$ cat config.mk
export PLATFORM = sky130hd
export DESIGN_NAME = u_mcb_write_flat
export DESIGN_NICKNAME = d
export VERILOG_FILES = /design/src/rtl/u_mcb_write_if.sv /design/src/rtl/u_mcb_write.sv /design/src/flat_wrapper.sv
export SDC_FILE = /design/constraint.sdc
export NUM_CORES = 1
export LEC_CHECK = 0
export CAP_MARGIN = 20
export CORE_MARGIN = 2
export CORE_UTILIZATION = 51
export CTS_BUF_LIST = sky130_fd_sc_hd__clkbuf_8
export CTS_CLUSTER_SIZE = 12
export DETAILED_ROUTE_END_ITERATION = 16
export PLACE_DENSITY = 0.84
export SYNTH_ARGS = -nofsm -noshare
export SYNTH_HDL_FRONTEND = slang
export SYNTH_SLANG_ARGS = --single-unit
$ cat constraint.sdc
create_clock -name clk -period 3.9 [get_ports clk]
set_clock_uncertainty 0.1 [all_clocks]
set_input_delay 0.39 -clock clk [delete_from_list [all_inputs] [get_ports clk]]
set_output_delay 0.39 -clock clk [all_outputs]
set_load 0.05 [all_outputs]
$ cat src/rtl/u_mcb_write_if.sv
// rtl/u_mcb_write_if.sv - MCB user-port write-side signal bundle
interface u_mcb_write_if;
    logic        test_en;
    logic        u_wr_full;
    logic        u_wr_cmd_done;
    logic        u_wr_en;
    logic [31:0] u_wr_data;
    logic [3:0]  u_wr_mask;
    logic        u_wr_cmd_en;
    logic [29:0] u_wr_addr;
    logic [6:0]  u_wr_len;
    logic        u_wr_busy;
    logic [15:0] u_wr_burst_cnt;

    // Traffic generator side: drives data, strobes and command.
    modport master (
        input  test_en,
        input  u_wr_full,
        input  u_wr_cmd_done,
        output u_wr_en,
        output u_wr_data,
        output u_wr_mask,
        output u_wr_cmd_en,
        output u_wr_addr,
        output u_wr_len,
        output u_wr_busy,
        output u_wr_burst_cnt
    );

    // MCB / control side: FIFO status, command acknowledge and enable.
    modport slave (
        output test_en,
        output u_wr_full,
        output u_wr_cmd_done,
        input  u_wr_en,
        input  u_wr_data,
        input  u_wr_mask,
        input  u_wr_cmd_en,
        input  u_wr_addr,
        input  u_wr_len,
        input  u_wr_busy,
        input  u_wr_burst_cnt
    );
endinterface

$ cat src/rtl/u_mcb_write.sv
// rtl/u_mcb_write.sv - MCB write traffic generator: fill FIFO with pattern, issue one command per burst
module u_mcb_write #(
    parameter int unsigned BURST_LEN = 64,
    parameter logic [29:0] ADDR_INC  = 30'h400,
    parameter logic [29:0] END_ADDR  = 30'h0FFFFC00
) (
    input  logic          clk,
    input  logic          rst,
    u_mcb_write_if.master wr
);

    typedef enum logic [1:0] {
        WR_IDLE = 2'd0,
        WR_FILL = 2'd1,
        WR_CMD  = 2'd2,
        WR_NEXT = 2'd3
    } wr_state_e;

    localparam logic [6:0]  LEN      = 7'(BURST_LEN);
    localparam logic [6:0]  LEN_LAST = 7'(BURST_LEN - 1);
    localparam logic [31:0] PAT_EVEN = 32'hAAAAAAAA;
    localparam logic [31:0] PAT_ODD  = 32'h55555555;

    wr_state_e   state_q, state_d;
    logic [6:0]  wcnt_q, wcnt_d;
    logic [29:0] addr_gen_q, addr_gen_d;
    logic [29:0] wr_addr_q, wr_addr_d;
    logic        cmd_en_q, cmd_en_d;
    logic [15:0] burst_cnt_q, burst_cnt_d;
    logic [6:0]  wr_len_q;

    logic        wr_en;
    logic [31:0] wr_data;
    logic        busy;
    logic        last_word;
    logic [29:0] addr_gen_inc;

    // The word accepted this cycle is the final one of the burst.
    assign last_word = wr_en && (wcnt_q == LEN_LAST);

    // Next burst start address, wrapping after the top burst slot.
    assign addr_gen_inc = (addr_gen_q == END_ADDR) ? 30'h0 : (addr_gen_q + ADDR_INC);

    // State register.
    always_ff @(posedge clk) begin
        if (rst) begin
            state_q <= WR_IDLE;
        end else begin
            state_q <= state_d;
        end
    end

    // Next-state logic; test_en is only looked at in IDLE and NEXT so bursts always finish.
    always_comb begin
        state_d = state_q;
        case (state_q)
            WR_IDLE: begin
                if (wr.test_en) begin
                    state_d = WR_FILL;
                end
            end
            WR_FILL: begin
                if (last_word || (wcnt_q >= LEN)) begin
                    state_d = WR_CMD;
                end
            end
            WR_CMD: begin
                if (wr.u_wr_cmd_done) begin
                    state_d = WR_NEXT;
                end
            end
            WR_NEXT: begin
                state_d = wr.test_en ? WR_FILL : WR_IDLE;
            end
            default: state_d = WR_IDLE;
        endcase
    end

    // FSM outputs: data strobe, pattern word and busy flag.
    always_comb begin
        wr_en   = (state_q == WR_FILL) && !wr.u_wr_full && (wcnt_q < LEN);
        wr_data = wcnt_q[0] ? PAT_ODD : PAT_EVEN;
        busy    = (state_q != WR_IDLE);
    end

    // Datapath next-state: word counter, address generator, command and burst count.
    always_comb begin
        wcnt_d      = wcnt_q;
        addr_gen_d  = addr_gen_q;
        wr_addr_d   = wr_addr_q;
        cmd_en_d    = cmd_en_q;
        burst_cnt_d = burst_cnt_q;
        case (state_q)
            WR_IDLE: begin
                if (wr.test_en) begin
                    wr_addr_d = addr_gen_q;
                    wcnt_d    = 7'd0;
                end
            end
            WR_FILL: begin
                if (wr_en) begin
                    wcnt_d = wcnt_q + 7'd1;
                end
                if (state_d == WR_CMD) begin
                    cmd_en_d = 1'b1;
                end
            end
            WR_CMD: begin
                if (wr.u_wr_cmd_done) begin
                    cmd_en_d = 1'b0;
                end
            end
            WR_NEXT: begin
                burst_cnt_d = burst_cnt_q + 16'd1;
                addr_gen_d  = addr_gen_inc;
                if (wr.test_en) begin
                    wr_addr_d = addr_gen_inc;
                    wcnt_d    = 7'd0;
                end
            end
            default: begin
                cmd_en_d = 1'b0;
            end
        endcase
    end

    // Datapath registers.
    always_ff @(posedge clk) begin
        if (rst) begin
            wcnt_q      <= 7'd0;
            addr_gen_q  <= 30'h0;
            wr_addr_q   <= 30'h0;
            cmd_en_q    <= 1'b0;
            burst_cnt_q <= 16'd0;
            wr_len_q    <= LEN;
        end else begin
            wcnt_q      <= wcnt_d;
            addr_gen_q  <= addr_gen_d;
            wr_addr_q   <= wr_addr_d;
            cmd_en_q    <= cmd_en_d;
            burst_cnt_q <= burst_cnt_d;
            wr_len_q    <= LEN;
        end
    end

    assign wr.u_wr_en        = wr_en;
    assign wr.u_wr_data      = wr_data;
    assign wr.u_wr_mask      = 4'h0;
    assign wr.u_wr_cmd_en    = cmd_en_q;
    assign wr.u_wr_addr      = wr_addr_q;
    assign wr.u_wr_len       = wr_len_q;
    assign wr.u_wr_busy      = busy;
    assign wr.u_wr_burst_cnt = burst_cnt_q;

endmodule

$ cat src/flat_wrapper.sv
// flat-port wrapper written by rule: the top's interface ports become plain ports
module u_mcb_write_flat 
#(
    parameter int unsigned BURST_LEN = 64,
    parameter logic [29:0] ADDR_INC  = 30'h400,
    parameter logic [29:0] END_ADDR  = 30'h0FFFFC00
)
  (clk, rst, wr_test_en, wr_u_wr_full, wr_u_wr_cmd_done, wr_u_wr_en, wr_u_wr_data, wr_u_wr_mask, wr_u_wr_cmd_en, wr_u_wr_addr, wr_u_wr_len, wr_u_wr_busy, wr_u_wr_burst_cnt);
  u_mcb_write_if wr_i ();
  input  logic clk;
  input  logic rst;
  input wire logic [$bits(wr_i.test_en)-1:0] wr_test_en;
  input wire logic [$bits(wr_i.u_wr_full)-1:0] wr_u_wr_full;
  input wire logic [$bits(wr_i.u_wr_cmd_done)-1:0] wr_u_wr_cmd_done;
  output wire logic [$bits(wr_i.u_wr_en)-1:0] wr_u_wr_en;
  output wire logic [$bits(wr_i.u_wr_data)-1:0] wr_u_wr_data;
  output wire logic [$bits(wr_i.u_wr_mask)-1:0] wr_u_wr_mask;
  output wire logic [$bits(wr_i.u_wr_cmd_en)-1:0] wr_u_wr_cmd_en;
  output wire logic [$bits(wr_i.u_wr_addr)-1:0] wr_u_wr_addr;
  output wire logic [$bits(wr_i.u_wr_len)-1:0] wr_u_wr_len;
  output wire logic [$bits(wr_i.u_wr_busy)-1:0] wr_u_wr_busy;
  output wire logic [$bits(wr_i.u_wr_burst_cnt)-1:0] wr_u_wr_burst_cnt;
  assign wr_i.test_en = wr_test_en;
  assign wr_i.u_wr_full = wr_u_wr_full;
  assign wr_i.u_wr_cmd_done = wr_u_wr_cmd_done;
  assign wr_u_wr_en = wr_i.u_wr_en;
  assign wr_u_wr_data = wr_i.u_wr_data;
  assign wr_u_wr_mask = wr_i.u_wr_mask;
  assign wr_u_wr_cmd_en = wr_i.u_wr_cmd_en;
  assign wr_u_wr_addr = wr_i.u_wr_addr;
  assign wr_u_wr_len = wr_i.u_wr_len;
  assign wr_u_wr_busy = wr_i.u_wr_busy;
  assign wr_u_wr_burst_cnt = wr_i.u_wr_burst_cnt;
  u_mcb_write #(.BURST_LEN(BURST_LEN), .ADDR_INC(ADDR_INC), .END_ADDR(END_ADDR)) u_core (.clk(clk), .rst(rst), .wr(wr_i));
endmodule
=== Yosys cells after proc, flatten, opt, wreduce, memory -nomap -nowiden ===
Cells that the tools add are included.

* Word-level logic and storage cells: 53
* Bits of input ports: 5
* Register bits after elaboration: 86
* Output and inout port bits: 92

* Equal/unequal tests: 12
* Multiplexer cells: 16
* Reduce and logical (&&, ||, !) cells: 14
* Add/subtract/negate cells: 3
* Magnitude comparators: 2

{| class="wikitable"
|+ Operators with widths
! kind !! number
|-
| $mux W30 || 3
|-
| $pmux W30 S2 || 1
|-
| $mux W32 || 1
|-
| $add A30 B11 Y30 const B || 1
|-
| $eq A30 B28 Y1 const B || 1
|-
| $add A16 B1 Y16 const B || 1
|-
| $mux W7 || 2
|-
| $pmux W7 S2 || 1
|-
| $reduce_and A3 Y1 || 3
|-
| $ne A2 B2 Y1 const B || 4
|-
| $pmux W2 S4 || 1
|-
| $reduce_bool A2 Y1 || 4
|-
| $add A7 B1 Y7 const B || 1
|-
| $eq A7 B6 Y1 const B || 1
|-
| $ge A7 B7 Y1 const B || 1
|-
| $lt A7 B7 Y1 const B || 1
|-
| $eq A2 B2 Y1 const B || 3
|-
| $mux W2 || 3
|-
| $ne A2 B1 Y1 const B || 2
|-
| $logic_and A1 B1 Y1 || 3
|-
| $mux W1 || 3
|-
| $eq A2 B1 Y1 const B || 1
|-
| $logic_not A2 Y1 || 1
|-
| $pmux W1 S2 || 1
|-
| other kinds (3) || 3
|}

=== Depth between registers and ports, before layout ===
* Depth after elaboration: 10
* Gate-level depth with buffers: 7
* Mapped depth without buffers: 7

=== Worst setup path before layout ===
Ideal clock, no wire load.

* Path kind: reg-to-output
* Start: register u_core.state_q[1]
* End: output port wr_u_wr_en
* Setup slack: 1.610 ns
* Stages on the path, launching flop included: 4
* Arrival time: 1.800 ns
* Buffers on the path: 0
* Required time: 3.410 ns
* Cell sequence: dfxtp_1 inv_1 ha_1 nor3b_1

* Word-level cells in the longest chain between the ends: 3

{| class="wikitable"
|+ Ends and longest elaborated chain
! element !! line !! RTL
|-
| from (decl) || u_mcb_write.sv:24 || <nowiki>wr_state_e state_q, state_d;</nowiki>
|-
| from (signal assigned) || u_mcb_write.sv:49 || <nowiki>state_q <= state_d;</nowiki>
|-
| $eq A2 B1 Y1 || u_mcb_write.sv:81 || <nowiki>wr_en = (state_q == WR_FILL) && !wr.u_wr_full && (wcnt_q < LEN);</nowiki>
|-
| $logic_and A1 B1 Y1 (2 in a row) || u_mcb_write.sv:81 ||
|-
| to (decl) || flat_wrapper.sv:15 || <nowiki>output wire logic [$bits(wr_i.u_wr_en)-1:0] wr_u_wr_en;</nowiki>
|}

Every way passes these cells.

=== Worst setup path after layout ===
* Start: register u_core.wcnt_q[0]
* End: output port wr_u_wr_data[1]

* Word-level cells in the longest chain between the ends: 1

{| class="wikitable"
|+ Ends and longest elaborated chain
! element !! line !! RTL
|-
| from (decl) || u_mcb_write.sv:25 || <nowiki>logic [6:0] wcnt_q, wcnt_d;</nowiki>
|-
| from (signal assigned) || u_mcb_write.sv:137 || <nowiki>wcnt_q <= wcnt_d;</nowiki>
|-
| $mux W32 || u_mcb_write.sv:82 || <nowiki>wr_data = wcnt_q[0] ? PAT_ODD : PAT_EVEN;</nowiki>
|-
| to (decl) || flat_wrapper.sv:16 || <nowiki>output wire logic [$bits(wr_i.u_wr_data)-1:0] wr_u_wr_data;</nowiki>
|}

Every way passes these cells.

==> flow_metrics.py <==
metrics = {
    "global_route": {
        "grt_max_degree": 36,
        "antenna_found_initial": 0,
        "grt.overflow.total": 0,
        "grt_pass1_vias": 2856,
        "grt_usage_pct": 19.6,
        "grt_pass1_wl_um": 13100,
    },
    "critical_path": {
        "path_cells": "inv_1, clkdlybuf4s50_1",
        "critPathTopFamily": "buffers and inverters",
        "crit_path_max_incr_delay_ns": 0.79,
        "cp-startpoint": "u_core.wcnt_q[0]$_SDFFE_PP0P_",
        "timing.rr.start": "u_core.state_q[0]$_SDFF_PP0_",
        "crit_path_end_kind": "primary output",
        "critical_path_class": "flop to primary output",
        "cp_max_fo": 21,
        "crit_buf_inv": 2,
        "start_kind": "flop",
        "slowest_stage": "clkdlybuf4s50_1",
        "worst_ep_arrival_time_ns": 2.17,
        "worstPathRequired_ns": 3.41,
    },
    "power": {
        "pwr_density_cell_nw_per_um2": 614,
        "leakage_nw": 1.73,
        "ir_worst_vdd_mv": 0.344,
    },
    "clock_tree": {
        "clkTransAtPathRegs_ns": 0.09,
        "ctsResizeCount": 0,
        "numCtsBuffers": 9,
        "root_buffer": "clkbuf_8",
        "ctsHtreeMaxLevel": 3,
        "cts_tree": "built",
        "cts_hold_buffers": 0,
        "cts.sinks": 86,
        "cts_buffer_depth": 2,
        "clock_latency_ns": 0.36,
        "postCtsSetupBuffers": 0,
    },
    "yosys": {
        "synthTopCellsByCount": "dfxtp_1 (86), nor2_1 (59), nand2_1 (50), buf_4 (42), xor2_1 (27)",
        "syn-instance-count": 426,
        "synth.yosys.seq_area_share_pct": 45.7,
        "synth-async-reset-ratio_pct": 0,
        "synth_flop_cell": "dfxtp_1",
        "yosys.area.top_type": "dfxtp_1",
        "synth_enable_flop_cells": 0,
        "ys_ff_latch": 86,
        "yosysUniqueCellTypes": 44,
        "synth_warnings": 0,
        "yosysMostFrequentCell": "dfxtp_1",
        "synth_area_sq_um": 3770,
        "synth_top_cell_area_share_pct": 45.7,
        "synth.avg_cell_area_sq_um": 8.85,
        "synth_area_leaders": "dfxtp_1 (46%), buf_4 (8.4%), xor2_1 (6.3%), nor2_1 (5.9%), nand2_1 (5.0%)",
    },
    "layout": {
        "area_growth_pct": 23.6,
        "multi_input_area_sq_um": 1680,
        "stdcell_count": 583,
        "ff_latch_area_sq_um": 1720,
        "fin_util_pct": 64.6,
        "finalNetCount": 491,
        "antenna_cells": 0,
        "n_fill_cell": 601,
        "drive_gt1_share_pct": 6.40,
    },
    "floorplan": {
        "die_h_um": 90.0,
        "dieArea_sq_um": 8100,
        "coreArea_sq_um": 7210,
        "fp-row-count": 31,
        "num_io_pins": 97,
        "start_util_pct": 52.3,
        "die_w_um": 90.0,
    },
    "route": {
        "viasPerCell": 5.09,
        "wirelength_um": 7590,
        "wl_per_cell_um": 13.0,
        "drt_drc_violations_left": 0,
        "firstDrtPassIters": 4,
        "first_iter_violations": 64,
        "num_vias": 2970,
        "antenna_left": 0,
    },
    "sta": {
        "rsz0062_at_grt": "false",
        "finalMaxSlewViolations": 0,
        "fmax_mhz": 376,
        "maxSlewHeadroom_pct": 46.5,
        "hold_viol_final": 0,
        "fin_crit_sh_pct": 68.2,
        "tns_ns": 0,
        "tightest_slew_ns": 0.802,
        "min_period_ns": 2.66,
        "setup_viol": 0,
    },
    "place": {
        "dp_cells": 567,
        "place_congestion": 0.870,
        "portBuffers": 85,
        "hpwlAfterDp_um": 5310,
    },
    "worst_hold_path": {
        "worstHoldStart": "u_core.wr.u_wr_addr[9]$_SDFFE_PP0P_",
        "hp-class": "flop to flop",
    },
    "run_status": {
        "status": "finished, final reports clean",
    },
    "job": {
        "maxCapViolations": 0,
    },
}
[final cells by class]
cell class / count / area share [%]
flip-flops and latches: 86 / 36.9
inverters: 8 / 0.644
well taps: 99 / 2.66
repair buffers: 88 / 18.6
multi-input cells: 286 / 36.1
clock inverters: 6 / 2.09
clock buffers: 10 / 2.95
[where the power goes]
group	switching (W)	internal, W	leakage [nW]
combinational	0.000804	0.000345	0.916
clock	0.000332	0.000390	0.120
sequential	0.0000558	0.000934	0.695
total	0.00119	0.00167	1.73
[cells in the final DEF, fill, tap and decap left out, drive strengths merged, types with 2 or more instances in the layout]
master and count:
a211oi 11, a21oi 17, and2 2, and3 8, and4 2, buf 4, bufinv 2, clkbuf 10
clkdlybuf4s50 84, conb 11, dfxtp 86, ha 7, inv 12, mux2i 3, nand2 50, nand2b 2
nand3 10, nand4 16, nor2 61, nor2b 11, nor3 4, nor4 5, o21a 2, o21ai 17
or3 3, xnor2 7, xor2 27
[flip-flops by register name, summed over array words and instances, names as in the netlist]
register                  count
u_core.addr_gen_q            30
u_core.state_q                2
u_core.wcnt_q                 7
u_core.wr.u_wr_addr          30
u_core.wr.u_wr_burst_cnt     16
u_core.wr.u_wr_cmd_en         1
[worst min-delay path, stage by stage (launching register included)]
cell and delay [ns]:
dfxtp_1 0.32, nand2_1 0.05, a21oi_1 0.05
[metal layers]
| layer | routed length [um] | GRT usage (%) | up-vias |
|---|---|---|---|
| met2 | 3690 | 33.1 | 80 |
| met4 | 89 | 7.95 | 0 |
| met5 | 0 | 0 | - |
| met1 | 3400 | 23.7 | 1399 |
| met3 | 411 | 5.28 | 7 |
| li1 | - | - | 1484 |
[path summary, 6_finish.rpt]
path                                     endpoint  slack (ns)  depth (start not counted)
max reg2reg  u_core.wr.u_wr_addr[18]$_SDFFE_PP0P_        1.44                          5
min           u_core.wr.u_wr_addr[9]$_SDFFE_PP0P_        0.36                          2
max                               wr_u_wr_data[1]        1.24                          2
min reg2reg   u_core.wr.u_wr_addr[9]$_SDFFE_PP0P_        0.36                          2
[per-stage QoR]
step                total power (W)  setup slack [ns]  cell area [sq um]  hold WS [ns]
floorplan                   0.00194              1.61               3800         0.340
global placement            0.00213              1.54               4420         0.345
detailed placement          0.00216              1.48               4420         0.347
CTS                         0.00288              1.16               4660         0.361
global route                0.00299             0.988               4660         0.396
finish                      0.00286              1.24               4660         0.356
[cell families (layout without fill, tap and decap cells)]
kind of cell | after synthesis | count (layout) | share of synthesized area [%]
adders and majority gates | 7 | 7 | 2.32
and+or+nand+nor | 175 | 175 | 23.1
AOI/OAI and AO/OA | 56 | 56 | 9.33
xor gates and xnor gates | 34 | 34 | 7.90
buffers and inverters | 63 | 112 | 10.7
DFF | 86 | 86 | 45.7
muxes | 3 | 3 | 0.797
other | 2 | 11 | 0.199
No activity file was read; power rests on OpenSTA's default activity.
